<file path="config.mk">
export PLATFORM = sky130hd
export DESIGN_NAME = load_unit
export DESIGN_NICKNAME = d
export VERILOG_FILES = /design/src/rtl/load_unit_pkg.sv /design/src/rtl/load_extract.sv /design/src/rtl/load_unit.sv
export SDC_FILE = /design/constraint.sdc
export NUM_CORES = 1
export LEC_CHECK = 0
export BUFFER_PORTS_ARGS = -buffer_cell sky130_fd_sc_hd__buf_2
export CORE_ASPECT_RATIO = 0.9
export CORE_MARGIN = 2
export CORE_UTILIZATION = 35
export DETAILED_ROUTE_END_ITERATION = 10
export SETUP_SLACK_MARGIN = 0.02
export SYNTH_ARGS = -nofsm -noshare
export SYNTH_HDL_FRONTEND = slang
export SYNTH_SLANG_ARGS = --single-unit
</file>
<file path="constraint.sdc">
create_clock -name clk -period 1.6 [get_ports clk]
set_input_delay 0.24 -clock clk [delete_from_list [all_inputs] [get_ports clk]]
set_output_delay 0.24 -clock clk [all_outputs]
set_load 0.005 [all_outputs]
</file>
<file path="src/rtl/load_unit_pkg.sv">
// Shared encodings for the sequential load-size unit.
// Misaligned-access trapping is controlled by LOAD_UNIT_MISALIGN_TRAP_EN.
package load_unit_pkg;

    typedef enum logic [1:0] {
        SZ_BYTE = 2'b00,
        SZ_HALF = 2'b01,
        SZ_WORD = 2'b10,
        SZ_DBL  = 2'b11
    } size_e;

    typedef enum logic [1:0] {
        ERR_OK       = 2'b00,
        ERR_MISALIGN = 2'b01,
        ERR_TIMEOUT  = 2'b10,
        ERR_SIZE     = 2'b11
    } err_e;

    typedef enum logic [1:0] {
        ST_IDLE,
        ST_REQ,
        ST_WAIT,
        ST_DONE
    } state_e;

    function automatic int off_w(input int data_w);
        return $clog2(data_w / 8);
    endfunction

    // Low address bits that must be zero for a naturally aligned access.
    function automatic logic [2:0] lane_mask(input logic [1:0] size);
        case (size)
            SZ_BYTE: return 3'd0;
            SZ_HALF: return 3'd1;
            SZ_WORD: return 3'd3;
            default: return 3'd7;
        endcase
    endfunction

endpackage

</file>
<file path="src/rtl/load_extract.sv">
// Lane select and zero/sign extension of a loaded field.
// Purely combinational; offset is expected to be naturally aligned.
module load_extract
    import load_unit_pkg::*;
#(
    parameter int DATA_W = 32,
    parameter int OFF_W  = off_w(DATA_W)
) (
    input  logic [DATA_W-1:0] rdata_i,
    input  logic [OFF_W-1:0]  off_i,
    input  logic [1:0]        size_i,
    input  logic              sign_ext_i,
    output logic [DATA_W-1:0] result_o
);

    logic [DATA_W-1:0] shifted;
    logic [DATA_W-1:0] mask;
    logic              msb;

    always_comb begin
        shifted = rdata_i >> {off_i, 3'b000};
        mask    = '1;
        msb     = shifted[DATA_W-1];
        unique case (size_i)
            SZ_BYTE: begin
                mask = DATA_W'(8'hFF);
                msb  = shifted[7];
            end
            SZ_HALF: begin
                mask = DATA_W'(16'hFFFF);
                msb  = shifted[15];
            end
            SZ_WORD: begin
                mask = DATA_W'(32'hFFFF_FFFF);
                msb  = shifted[31];
            end
            default: ;
        endcase
        result_o = (shifted & mask)
                 | ((sign_ext_i && msb) ? ~mask : '0);
    end

endmodule

</file>
<file path="src/rtl/load_unit.sv">
// Sequential load-size unit: one word read, timeout, lane extract.
// Define LOAD_UNIT_MISALIGN_TRAP_EN to trap misaligned loads.
module load_unit
    import load_unit_pkg::*;
#(
    parameter int DATA_W  = 32,
    parameter int TIMEOUT = 16
) (
    input  logic              clk,
    input  logic              reset_n,
    input  logic              start,
    input  logic [31:0]       addr,
    input  logic [1:0]        size,
    input  logic              sign_ext,
    output logic              mem_req,
    output logic [31:0]       mem_addr,
    input  logic [DATA_W-1:0] mem_rdata,
    input  logic              mem_rvalid,
    output logic              busy,
    output logic              done,
    output logic [DATA_W-1:0] load_data,
    output logic [1:0]        err_code
);

    localparam int OFF_W = off_w(DATA_W);
    localparam int CNT_W = $clog2(TIMEOUT + 1);

`ifdef LOAD_UNIT_MISALIGN_TRAP_EN
    localparam bit TRAP_EN = 1'b1;
`else
    localparam bit TRAP_EN = 1'b0;
`endif

    state_e            state_q, state_d;
    logic [OFF_W-1:0]  off_q, off_d;
    logic [1:0]        size_q, size_d;
    logic              sext_q, sext_d;
    logic [CNT_W-1:0]  cnt_q, cnt_d;
    logic              req_q, req_d;
    logic [31:0]       maddr_q, maddr_d;
    logic              busy_q, busy_d;
    logic              done_q, done_d;
    logic [DATA_W-1:0] data_q, data_d;
    err_e              err_q, err_d;

    logic [OFF_W-1:0]  off_in;
    logic              mis_in;
    logic              bad_size;
    logic [OFF_W-1:0]  off_eff;
    logic [DATA_W-1:0] ext;

    assign off_in   = addr[OFF_W-1:0];
    assign mis_in   = |(off_in & OFF_W'(lane_mask(size)));
    assign bad_size = (size == SZ_DBL) && (DATA_W < 64);

    // Untrapped misalignment rounds the lane down to natural alignment.
    assign off_eff = off_q & ~OFF_W'(lane_mask(size_q));

    load_extract #(
        .DATA_W (DATA_W)
    ) u_extract (
        .rdata_i    (mem_rdata),
        .off_i      (off_eff),
        .size_i     (size_q),
        .sign_ext_i (sext_q),
        .result_o   (ext)
    );

    always_comb begin
        state_d = state_q;
        off_d   = off_q;
        size_d  = size_q;
        sext_d  = sext_q;
        cnt_d   = cnt_q;
        req_d   = 1'b0;
        maddr_d = maddr_q;
        done_d  = 1'b0;
        data_d  = data_q;
        err_d   = err_q;
        unique case (state_q)
            ST_IDLE: begin
                if (start) begin
                    off_d  = off_in;
                    size_d = size;
                    sext_d = sign_ext;
                    if (bad_size) begin
                        state_d = ST_DONE;
                        done_d  = 1'b1;
                        err_d   = ERR_SIZE;
                        data_d  = '0;
                    end else if (TRAP_EN && mis_in) begin
                        state_d = ST_DONE;
                        done_d  = 1'b1;
                        err_d   = ERR_MISALIGN;
                        data_d  = '0;
                    end else begin
                        state_d = ST_REQ;
                        req_d   = 1'b1;
                        maddr_d = {addr[31:OFF_W], {OFF_W{1'b0}}};
                        err_d   = ERR_OK;
                    end
                end
            end
            ST_REQ: begin
                cnt_d   = '0;
                state_d = ST_WAIT;
            end
            ST_WAIT: begin
                if (mem_rvalid) begin
                    state_d = ST_DONE;
                    done_d  = 1'b1;
                    data_d  = ext;
                    err_d   = ERR_OK;
                end else begin
                    cnt_d = cnt_q + 1'b1;
                    if (cnt_d == CNT_W'(TIMEOUT)) begin
                        state_d = ST_DONE;
                        done_d  = 1'b1;
                        data_d  = '0;
                        err_d   = ERR_TIMEOUT;
                    end
                end
            end
            ST_DONE: begin
                state_d = ST_IDLE;
            end
        endcase
        busy_d = (state_d != ST_IDLE);
    end

    always_ff @(posedge clk or negedge reset_n) begin
        if (!reset_n) begin
            state_q <= ST_IDLE;
            off_q   <= '0;
            size_q  <= '0;
            sext_q  <= 1'b0;
            cnt_q   <= '0;
            req_q   <= 1'b0;
            maddr_q <= '0;
            busy_q  <= 1'b0;
            done_q  <= 1'b0;
            data_q  <= '0;
            err_q   <= ERR_OK;
        end else begin
            state_q <= state_d;
            off_q   <= off_d;
            size_q  <= size_d;
            sext_q  <= sext_d;
            cnt_q   <= cnt_d;
            req_q   <= req_d;
            maddr_q <= maddr_d;
            busy_q  <= busy_d;
            done_q  <= done_d;
            data_q  <= data_d;
            err_q   <= err_d;
        end
    end

    assign mem_req   = req_q;
    assign mem_addr  = maddr_q;
    assign busy      = busy_q;
    assign done      = done_q;
    assign load_data = data_q;
    assign err_code  = err_q;

endmodule

</file>
==> flow_summary.yaml <==
critical_path:
  crit_path_end_kind: "flop"
  crit_buf_inv: 1
  crit_slowest_cell: "sky130_fd_sc_hd__dfrtp_1"
  worst_setup_path_start_kind: "flop"
  worst_ep_arrival_time_ns: 1.94
  worst_path_dominant_cell_family: "compound AO/OA/AOI/OAI gates"
  cp_slowest_stage_delay_ns: 0.39
  worstPathCellList: "a21bo_1, o21ai_2, a31oi_4, o2bb2ai_4, clkbuf_16, a221o_1"
  required_ns: 1.82
  largest_fanout_of_any_net_on_the_critical_path: 7
  timing_worst_setup_path_type: "reg -> reg"
global_routing:
  grt_max_degree: 34
  first_global_vias: 3094
  grt_overflow: 0
  combined_global_route_utilization_of_all_metal_layers_pct: 18.0
  grt_pass1_wl_microns: 15800
  number_of_antenna_violations_at_the_first_check_in_global_routing: 0
detailed_routing:
  wl_per_cell_microns: 15.4
  dr_total_vias: 3194
  final_antenna_net_count: 0
  detail_route.drc_violations: 0
  drt_wl_total_microns: 9990
  detail_route.iter0.violations: 199
  1st_pass_router_iterations: 4
  post_drt_via_cell_ratio: 4.91
yosys:
  area_contributors_post_synth: "sky130_fd_sc_hd__dfrtp_1, sky130_fd_sc_hd__nand2_1, sky130_fd_sc_hd__a221o_1"
  post-synth-top-area-fraction_pct: 55.0
  post_synth_num_cell_types: 44
  post_synth_edffs: 0
  mappedNetlistArea_sq_um: 3590
  synthesis.instances: 341
  synth_top_area_cell: "sky130_fd_sc_hd__dfrtp_1"
  synth_area_per_cell_sq_um: 10.5
  async_reset_ff_share_pct: 100
  synth_sequential_area_ratio_pct: 55.0
  ys_ff_latch: 79
  ys.flop_type: "sky130_fd_sc_hd__dfrtp_1"
  synth_warnings: 0
floorplan:
  die_h_microns: 100
  die-width_microns: 111
  start_util_pct: 35.5
  core_region_area_sq_um: 10100
  num_io_pins: 140
  num_rows: 35
  fp.dieArea_sq_um: 11100
clock_tree:
  tritoncts_clock_tree: "done"
  ctsLongestPathBuffers: 2
  insertion_delay_ns: 0.33
  number_of_sinks_handled_by_clock_tree_synthesis: 79
  htree_levels: 3
  cts_root_buffer: "sky130_fd_sc_hd__clkbuf_16"
  numCtsBuffers: 9
  cts.reportedPaths.clkPinSlew_ns: 0.06
place:
  dp.final_hpwl_microns: 7300
  routabilityCongestion: 0.898
  dp_slack_ns: -0.239
  portbufs: 137
finish:
  areaGrowthSynthToFinish_pct: 47.0
  fin_util_pct: 52.2
  fin_nets: 591
  drive_above_1_share_pct: 47.8
  insertedDiodeCount: 0
  fillers: 933
outcome:
  outcome: "finished, violations left"
  violations_in_the_final_reports: "negative setup slack"
timing:
  setup_viol: 29
  finalClockSkew_ns: 0.00600
  unrepaired_setup_endpoints_after_global_routing: "yes"
  min_period_ns: 1.72
  pins_over_their_slew_limit: 0
  max_freq_ghz: 0.582
  crit_path_setup_slack_layout_ns: -0.118
  hold_viol: 0
  min_period_over_period_pct: 107
power_and_ir_drop:
  cellPowerDensity_nw_per_um2: 1920
  peakVddDrop_uv: 804
  power.static_leakage_nw: 2.83
min_path:
  hold_wc_path_type: "in -> reg"
flow_run:
  cap_viol_max_count: 0
## power by group
group / switching (mW) / internal, mW / total [mW]
Clock: 0.827 / 1.37 / 2.20
Combinational: 2.06 / 2.52 / 4.58
Sequential: 0.552 / 2.82 / 3.37
## flip-flops by register name, indices dropped and copies added, names as in the netlist
name       flops
busy           1
cnt_q          5
done           1
err_code       2
load_data     32
mem_addr      30
mem_req        1
off_q          2
sext_q         1
size_q         2
state_q        2
## Yosys cell counts, drive strengths merged (2+ instances only)
master  number
nand4b       2
mux2         5
mux4         7
a221o       16
a31oi        3
mux2i        4
inv          7
xor2         3
nand2b       2
ha           4
dfrtp       79
a22o         8
and2         3
clkbuf       5
nor2        10
nand2      114
nor2b        3
a21oi       11
a31o         4
a211o        8
buf         20
o21ai        5
nand3        4
## layout by cell type (no fill, tap or decap), types with 3 or more instances in the layout
cell type	count
sky130_fd_sc_hd__xor2_1	3
sky130_fd_sc_hd__buf_2	136
sky130_fd_sc_hd__nand3_1	4
sky130_fd_sc_hd__buf_4	40
sky130_fd_sc_hd__a211o_1	8
sky130_fd_sc_hd__buf_12	7
sky130_fd_sc_hd__a21oi_1	6
sky130_fd_sc_hd__mux4_2	7
sky130_fd_sc_hd__mux2_2	5
sky130_fd_sc_hd__a21oi_2	5
sky130_fd_sc_hd__clkbuf_16	11
sky130_fd_sc_hd__inv_1	4
sky130_fd_sc_hd__o21ai_1	3
sky130_fd_sc_hd__dfrtp_1	77
sky130_fd_sc_hd__inv_2	3
sky130_fd_sc_hd__mux2i_1	4
sky130_fd_sc_hd__nand2_1	112
sky130_fd_sc_hd__nor2_1	7
sky130_fd_sc_hd__a31o_2	4
sky130_fd_sc_hd__a22o_1	8
sky130_fd_sc_hd__a221o_1	16
## worst paths after layout
kind | end | slack [ns] | depth (start not counted) | startpoint
worst max-delay path | load_data[28] | -0.12 | 6 | cnt_q[1]
min in group asynchronous | mem_addr[14] | 0.40 | 2 | reset_n
max in group asynchronous | mem_addr[16] | 0.61 | 3 | reset_n
worst min-delay path | mem_addr[23] | 0.09 | 3 | addr[23]
worst max register to register | load_data[28] | -0.12 | 6 | cnt_q[1]
worst min register to register | mem_addr[23] | 0.47 | 2 | mem_addr[23]
## through the flow
| stage | power (mW) | instances | hold slack (ns) | cell area, sq um | setup TNS [ns] |
|---|---|---|---|---|---|
| after global routing | 10.8 | 650 | 0.0930 | 5280 | -4.46 |
| final | 10.2 | 650 | 0.0929 | 5280 | -2.22 |
| after detailed placement | 7.47 | 620 | 0.218 | 4720 | -4.72 |
| after CTS | 9.93 | 645 | 0.0855 | 5180 | -1.74 |
| after global placement | 7.35 | 620 | 0.211 | 4720 | -2.85 |
| after floorplan | 5.69 | 342 | -0.0556 | 3700 | -0.783 |
## worst reg2reg max path: cells and delay by family (launching register included)
family                 cells  cell delay [ns]
flip-flops                 1             0.39
AO/OA/AOI/OAI              5             1.01
buffers and inverters      1             0.20
## layer usage
metal,up-vias,part of all wire (%),global-route usage (%)
met5,-,0,0
met4,0,2.7,7.40
met3,19,6.0,3.56
met2,125,48,28.7
met1,1520,43,24.4
li1,1530,-,-
## repair_timing
item / CTS / global route
endpoints found under the hold margin: 28 / 0
pin swaps: 3 / 13
hold buffers: 1 / 0
setup buffers: 9 / 2
cloned: 0 / 3
resized for setup: 14 / 10
endpoints found under the setup margin: 43 / 67
## cells by family (layout without fill, tap and decap cells)
logic type               after synthesis  in the layout  share of synthesized area, %
XOR/XNOR                               3              3                         0.731
AND/OR/NAND/NOR                      142            142                          16.4
adder cells (fa/ha/maj)                4              4                          1.39
other                                  1              2                         0.104
multiplexers                          16             16                          7.07
buffers and inverters                 32            211                          4.59
flip-flops                            79             79                          55.0
AO/OA/AOI/OAI                         64             64                          14.7
## cell type report
type | count | area, sq um | area share [%]
clock buffer | 10 | 229 | 4.33
multi-input combinational | 231 | 1590 | 30.1
timing repair buffer | 188 | 1200 | 22.8
sequential | 79 | 1980 | 37.5
inverter | 7 | 26.3 | 0.497
clock inverter | 6 | 92.6 | 1.75
tap | 129 | 161 | 3.05
No activity file was read; power rests on OpenSTA's default activity.
